$ cat config.mk
export PLATFORM = sky130hd
export DESIGN_NAME = stall_ctrl
export DESIGN_NICKNAME = d
export VERILOG_FILES = /design/src/rtl/stall_ctrl_pkg.sv /design/src/rtl/stall_ctrl_sat_counter.sv /design/src/rtl/stall_ctrl.sv
export SDC_FILE = /design/constraint.sdc
export NUM_CORES = 1
export LEC_CHECK = 0
export CORE_UTILIZATION = 33
export DETAILED_ROUTE_END_ITERATION = 8
export PLACE_DENSITY = 0.72
export SYNTH_ARGS = -nofsm -noshare
export SYNTH_HDL_FRONTEND = slang
export SYNTH_HIERARCHICAL = 1
export SYNTH_SLANG_ARGS = --single-unit
export TNS_END_PERCENT = 30
$ cat constraint.sdc
create_clock -name clk -period 1.8 [get_ports clk]
set_input_delay 0.36 -clock clk [delete_from_list [all_inputs] [get_ports clk]]
set_output_delay 0.36 -clock clk [all_outputs]
set_load 0.01 [all_outputs]
$ cat src/rtl/stall_ctrl_pkg.sv
// Shared definitions for the pipeline stall/flush controller:
// reset level, stall vector encodings and the controller FSM states.
package stall_ctrl_pkg;

  localparam logic RST_ENABLE = 1'b1;

  // Stall vector bits: [0] pc, [1] if, [2] id, [3] ex, [4] mem, [5] wb.
  localparam logic [5:0] STALL_NONE = 6'b000000;
  localparam logic [5:0] STALL_ID   = 6'b000111;
  localparam logic [5:0] STALL_EX   = 6'b001111;

  typedef enum logic [1:0] {
    ST_IDLE  = 2'd0,
    ST_MCYC  = 2'd1,
    ST_FLUSH = 2'd2
  } state_t;

endpackage

$ cat src/rtl/stall_ctrl_sat_counter.sv
// Saturating up-counter used for the optional performance counters.
// Clears on synchronous active-high rst; holds at all-ones once reached.
module sat_counter
  import stall_ctrl_pkg::*;
#(
  parameter int unsigned WIDTH = 16
) (
  input  logic             clk,
  input  logic             rst,
  input  logic             inc,
  output logic [WIDTH-1:0] count
);

  logic [WIDTH-1:0] r_count;

  // Count up on inc, stop at the maximum value.
  always_ff @(posedge clk) begin
    if (rst == RST_ENABLE) begin
      r_count <= '0;
    end else if (inc && (r_count != '1)) begin
      r_count <= r_count + 1'b1;
    end
  end

  assign count = r_count;

endmodule

$ cat src/rtl/stall_ctrl.sv
// Pipeline stall/flush controller for the five-stage core.
// Merges decode/execute stall requests, sequences multi-cycle execute
// operations and issues a one-cycle flush with a redirect PC.
// Optional feature macro: STALL_CTRL_PERF_EN (stall-cycle and flush
// performance counters; ports read 0 when undefined).
module stall_ctrl
  import stall_ctrl_pkg::*;
#(
  parameter int unsigned MC_LEN_W = 6
) (
  input  logic                clk,
  input  logic                rst,
  input  logic                stallreq_id_i,
  input  logic                stallreq_ex_i,
  input  logic                mc_start_i,
  input  logic [MC_LEN_W-1:0] mc_len_i,
  input  logic                flush_req_i,
  input  logic [31:0]         flush_pc_i,
  output logic [5:0]          stall_o,
  output logic                flush_o,
  output logic [31:0]         new_pc_o,
  output logic                mc_done_o,
  output logic                busy_o,
  output logic [31:0]         perf_stall_cyc_o,
  output logic [15:0]         perf_flush_cnt_o
);

  localparam logic [MC_LEN_W-1:0] CNT_ONE = MC_LEN_W'(1);

  state_t              r_state;
  state_t              w_state_nxt;
  logic [MC_LEN_W-1:0] r_cnt;
  logic [MC_LEN_W-1:0] w_cnt_nxt;
  logic [31:0]         r_new_pc;
  logic [31:0]         w_new_pc_nxt;
  logic                r_flush;
  logic                w_mc_done;
  logic                w_mc_go;
  logic                w_mc_hold;

  assign w_mc_go   = (r_state == ST_IDLE) && mc_start_i && (mc_len_i != '0);
  assign w_mc_hold = (r_state == ST_MCYC) && (r_cnt > CNT_ONE);

  // Next-state, counter and redirect-PC logic.
  always_comb begin
    w_state_nxt  = r_state;
    w_cnt_nxt    = r_cnt;
    w_new_pc_nxt = r_new_pc;
    w_mc_done    = 1'b0;
    unique case (r_state)
      ST_IDLE: begin
        if (flush_req_i) begin
          w_state_nxt  = ST_FLUSH;
          w_new_pc_nxt = flush_pc_i;
        end else if (w_mc_go) begin
          w_state_nxt = ST_MCYC;
          w_cnt_nxt   = mc_len_i;
        end
      end
      ST_MCYC: begin
        if (flush_req_i) begin
          w_state_nxt  = ST_FLUSH;
          w_cnt_nxt    = '0;
          w_new_pc_nxt = flush_pc_i;
        end else if (r_cnt == CNT_ONE) begin
          w_state_nxt = ST_IDLE;
          w_cnt_nxt   = '0;
          w_mc_done   = 1'b1;
        end else begin
          w_cnt_nxt = r_cnt - 1'b1;
        end
      end
      ST_FLUSH: begin
        w_state_nxt = ST_IDLE;
      end
      default: begin
        w_state_nxt = ST_IDLE;
        w_cnt_nxt   = '0;
      end
    endcase
  end

  // Stall vector priority: flush overrides everything, then ex-level holds.
  always_comb begin
    stall_o = STALL_NONE;
    if (r_state == ST_FLUSH) begin
      stall_o = STALL_NONE;
    end else if (flush_req_i) begin
      stall_o = STALL_NONE;
    end else if (w_mc_hold || w_mc_go) begin
      stall_o = STALL_EX;
    end else if (stallreq_ex_i) begin
      stall_o = STALL_EX;
    end else if (stallreq_id_i) begin
      stall_o = STALL_ID;
    end
  end

  // State register, countdown, captured PC and registered flush strobe.
  always_ff @(posedge clk) begin
    if (rst == RST_ENABLE) begin
      r_state  <= ST_IDLE;
      r_cnt    <= '0;
      r_new_pc <= '0;
      r_flush  <= 1'b0;
    end else begin
      r_state  <= w_state_nxt;
      r_cnt    <= w_cnt_nxt;
      r_new_pc <= w_new_pc_nxt;
      r_flush  <= (w_state_nxt == ST_FLUSH);
    end
  end

  // Completion is suppressed in a reset cycle so a reset never leaks a done pulse.
  assign mc_done_o = w_mc_done && (rst != RST_ENABLE);
  assign flush_o   = r_flush;
  assign new_pc_o  = r_new_pc;
  assign busy_o    = (r_state != ST_IDLE);

`ifdef STALL_CTRL_PERF_EN
  sat_counter #(.WIDTH(32)) u_stall_cnt (
    .clk   (clk),
    .rst   (rst),
    .inc   (stall_o[0]),
    .count (perf_stall_cyc_o)
  );

  sat_counter #(.WIDTH(16)) u_flush_cnt (
    .clk   (clk),
    .rst   (rst),
    .inc   (r_flush),
    .count (perf_flush_cnt_o)
  );
`else
  assign perf_stall_cyc_o = '0;
  assign perf_flush_cnt_o = '0;
`endif

endmodule

### Word-level counts from Yosys, hierarchy flattened

Cells that the tools add are included.

* bits in read-only memories: 0
* input port bits: 44
* latch bits: 0
* memories kept: 0
* bits in writable memories: 0
* bits in registers: 41
* output and inout port bits: 89

* div/mod/pow operators: 0
* add/subtract/negate cells: 1
* eq/ne operators: 6
* bitwise logic cells: 2
* reduce and logical (&&, ||, !) cells: 11
* magnitude comparators: 1
* shift-type cells: 0
* multiply operators: 0
* muxes and demuxes: 18

Operator list (count)
* 6-bit two-way mux: 4
* 6-bit case mux with 3 select lines: 1
* 4-bit two-way mux: 4
* 2-bit two-way mux: 4
* 6-bit by 1-bit == test with 1-bit output (second input constant): 1
* 6-bit by 1-bit > comparator with 1-bit output (second input constant): 1
* 6-bit nonzero test: 1
* 6-bit by 1-bit subtractor with 6-bit output (second input constant): 1
* 2-bit == test (second input constant): 2
* 1-bit logical AND: 4
* 2-bit != test (second input constant): 2
* 2-bit case mux with 2 select lines: 1
* 1-bit two-way mux: 3
* 3-bit two-way mux: 1
* 3-bit AND reduction: 1
* 2-bit by 1-bit == test with 1-bit output (second input constant): 1
* 2-bit logical NOT: 1
* 1-bit NOT: 2
* 2-bit AND reduction: 1
* 2-bit nonzero test: 1
* 2-bit OR reduction: 1
* 1-bit logical OR: 1

### Depth between registers and ports, before layout

* word-level depth: 7
* mapped depth: 6
* gate-level depth less buffers: 5

### Worst setup path before layout

Ideal clock, no wire load.

* kind: register to output
* from: register r_cnt[2]
* to: output stall_o[1]
* data required time: 1440 ps
* path slack: -129 ps
* data arrival time: 1569 ps
* cell stages (with the launch flop): 6
* cell sequence: dfxtp_1 -> nor4_2 -> o21ai_0 -> a31oi_1 -> o21ai_0 -> buf_4

* word-level cells in the longest chain between the ends: 6

RTL lines
* start, declared: line stall_ctrl.sv:32 `logic [MC_LEN_W-1:0] r_cnt;`
* start signal, assigned: line stall_ctrl.sv:108 `r_cnt <= w_cnt_nxt;`
* 6-bit by 1-bit > comparator with 1-bit output: line stall_ctrl.sv:42 `assign w_mc_hold = (r_state == ST_MCYC) && (r_cnt > CNT_ONE);`
* 1-bit logical AND: line stall_ctrl.sv:42
* 1-bit logical OR: line stall_ctrl.sv:90 `end else if (w_mc_hold || w_mc_go) begin`
* 4-bit two-way mux: line stall_ctrl.sv:90
* 4-bit two-way mux: line stall_ctrl.sv:88 `end else if (flush_req_i) begin`
* 4-bit two-way mux: line stall_ctrl.sv:86 `if (r_state == ST_FLUSH) begin`
* end, declared: line stall_ctrl.sv:19 `output logic [5:0] stall_o,`

No other way between the ends.

### Final worst setup path

Same ends and word-level chain as after synthesis.

==> results list <==
- The first routing iteration left 33 violations.
* Share of cell area taken by muxes after synthesis: 0%
* Post-synthesis xor/xnor area fraction: 0%
- Largest voltage drop on the vdd net: 0.5072 mV
- Die X-Extent: 81.98 um
- Max H-tree Level: 2
- Result of the run: finished, violations left
- The share of the Yosys chip area taken by registers is 38.89%.
- Sort of element at the start of the critical path: flop
- The area growth from synthesis to layout is 51.87%.
- The final count of pins violating max slew is 0.
- The checks that failed: negative setup slack.
- Number of failing hold endpoints at the final stage: 0
* Die Outline Area: 0.006720 mm^2
* DR vias: 2022
- The synthesized design devotes to its leading area cell type 38.89% of total area.
- TritonCTS built the clock tree.
- Final setup fails: 4
- Initial Utilization: 34.83%
- Shortest period the worst path allows: 1.924 ns
- Detailed placement ended at an HPWL of 3982 um.
- Worst endpoint required time: 1.44 ns
- In this run the worst path has a maximum fanout of 4.
- Global-route wire length before repair: 8176 um
* Count of flip-flops with a built-in enable after synthesis: 0
- Count of inserted antenna diode cells: 0
- Clock net sink count: 41
- The netlist uses 35 different library cells.
- After technology mapping, the gate count stands at 271.
- Final GP Congestion: 0.8430
- Clk_lat worst skew: 0.29 ns
- Post-route fraction of the period consumed by the critical path: 106.9%
* Setup TNS after final layout: -0.4498 ns
- Yosys printed 6 warnings.
* R2R Setup Slk: 0.05 ns
* Compound-Gate Fraction of Synth Area: 18.44%
* Buffers from clock root to sink, at most: 2
* Share of flip-flops with an asynchronous set or reset: 0%
- Via count of the first global-routing pass: 1778
- Across the routed clock network, the largest skew measured is 0.008319 ns.
- All-Layer GR Usage: 16.03%
- In the routed layout, each cell is associated on average with a via count of 4.425.
* Clock edge transition at the registers on the reported setup and hold paths: 0.08 ns
- Setup repair after global routing could not meet its margin everywhere.
- Yosys instantiated no cell more often than nand2_1.
- Clock Tree Root: clkbuf_8
- Io pins: 133
- Clock buffer count from CTS: 5
* Synth Register Bits: 41
- Summed over all layers, the global routing overflow is 0.
- Net count of the finished layout: 427
* DRC violation count after routing: 0
- Fraction of final layout cells sized beyond drive strength 1: 17.28%
- Registers take 824.5 um^2.
- Worst setup path class: flop to primary output
* Element type at the critical path end: primary output
- During placement, the flow inserted port buffers numbering 82.
- The floorplan has 28 rows.
- Final hold slack: 0.4552 ns
- The count of nets left with antenna violations once routing finished came out at 0.
- STA puts the critical path data arrival time at 1.56 ns.
- Dividing the detail-routed wire length by the instance count gives 11.66 um.
* Initial antenna violation count: 0
- Top flip-flop cell by instance count after synthesis: dfxtp_1
- The cell area that synthesis handed to floorplanning was 0.002111 mm^2.
- Power per unit of standard cell area: 771.9 mW/mm^2
- Max-cap violations in this run came to 0.
* Leakage power total: 1.358 nW
* Pin count of the biggest net entering global routing: 23
* Largest cells by area after synthesis: dfxtp_1 39%, buf_4 18%, nand2_1 12%
- Peak clock frequency supported by timing: 0.5196 GHz
- Avg Inst Size Synth: 7.789 um^2
* Core box area: 0.006061 mm^2
- The die is 81.98 um tall.
- Min-delay worst type: flop to flop
- Before antenna repair, the detailed router went through 5 iterations.
- Final worst-path setup slack: -0.1245 ns
- The largest total area in the synthesized netlist belongs to dfxtp_1.
- Of the total synthesized cell area, the portion taken by AND, OR, NAND and NOR gates is 18.55%.
- Total detailed-routing wirelength: 5329 um
- Ranked by instance count, the synthesized netlist is headed by 67 x nand2_1, 52 x buf_4, 41 x dfxtp_1, 37 x a21oi_1, 11 x nor2_1.
- Combinational family with the most area after synthesis: buffers and inverters
* Synth Area in Adders: 1.186%
- Area of combinational cells with multiple inputs: 0.001039 mm^2
- Total of fill cells in the finished design: 606
* # hold bufs at CTS: 0
[state kept, by name, indices dropped and copies added (netlist names)]
name,cells
flush_o,1
r_cnt,6
r_state,2
new_pc_o,32
[where the power goes]
group          total (mW)  switching, mW  internal [mW]
clock network       0.905          0.346          0.559
logic               0.576          0.279          0.298
registers           0.993         0.0305          0.962
[worst max-delay path, cell delays in order (launching register included)]
cell and delay [ns]:
dfxtp_2 0.34, nor4_4 0.38, o21ai_2 0.12, a31oi_1 0.17
o21ai_1 0.12, buf_2 0.15
[final timing paths]
kind | from | end | depth (start not counted)
max | r_cnt[2] | stall_o[1] | 5
min | new_pc_o[21] | new_pc_o[21] | 2
min reg2reg | new_pc_o[21] | new_pc_o[21] | 2
max reg2reg | r_state[0] | r_cnt[5] | 5
[layout make-up]
| type | instances | share of cell area, % |
|---|---|---|
| inverters | 7 | 0.8197 |
| flip-flops and latches | 41 | 25.72 |
| well taps | 75 | 2.927 |
| multi-input cells | 207 | 32.40 |
| clock buffers | 5 | 2.147 |
| clock inverters | 3 | 2.147 |
| repair buffers | 119 | 33.84 |
[layout by cell type (no fill, tap or decap), types with 2 or more instances in the layout]
master           synthesis  routed
a21oi_1                 37      36
a22oi_1                  2       2
a31oi_1                  2       2
a32oi_1                  2       2
buf_2                    0       5
buf_4                   52      35
bufinv_16                0       2
clkbuf_8                 0       5
clkdlybuf4s15_1          0       2
clkdlybuf4s50_1          0      71
conb_1                   1      50
dfxtp_1                 41      38
dfxtp_2                  0       3
dlygate4sd2_1            0       4
ha_1                     2       2
inv_1                    7       7
nand2_1                 67      67
nand3_1                  4       4
nor2_1                  11      10
nor3_1                   4       3
nor4_4                   0       2
o211ai_1                 2       2
o21ai_0                  6       2
o21ai_1                  0       2
o21ai_2                  0       2
o311ai_0                 2       2
[per-stage QoR]
stage	cells	util [%]	instance area [um^2]	power, mW	setup WS (ns)
4_1_cts	455	52.31	3171	2.491	-0.1772
3_3_place_gp	444	49.81	3019	1.567	-0.5854
5_1_grt	457	52.89	3206	2.606	-0.2329
2_1_floorplan	320	-	2303	1.350	0.04114
3_5_place_dp	444	49.81	3019	1.578	-0.5702
6_report	457	52.89	3206	2.474	-0.1245
[timing repair]
action,CTS,global route
buffers inserted,3,2
endpoints found under the setup margin,9,10
resized for setup,32,10
gates cloned,0,0
pin swaps,6,5
[routing by layer]
layer  GRT usage [%]  up-vias  share of wire, %
met5               0        -                 0
met4           4.211        0              0.54
met3           5.444        4               8.1
met2           28.60       83                52
met1           18.03      918                39
li1                -     1017                 -
[cells by family (layout without fill, tap and decap cells)]
logic type | Yosys count | count (layout)
adder cells (fa/ha/maj) | 2 | 2
flip-flops | 41 | 41
AND/OR/NAND/NOR | 93 | 93
buffers and inverters | 72 | 134
other | 1 | 50
AO/OA/AOI/OAI | 62 | 62
Power figures use the tool's default switching activity.
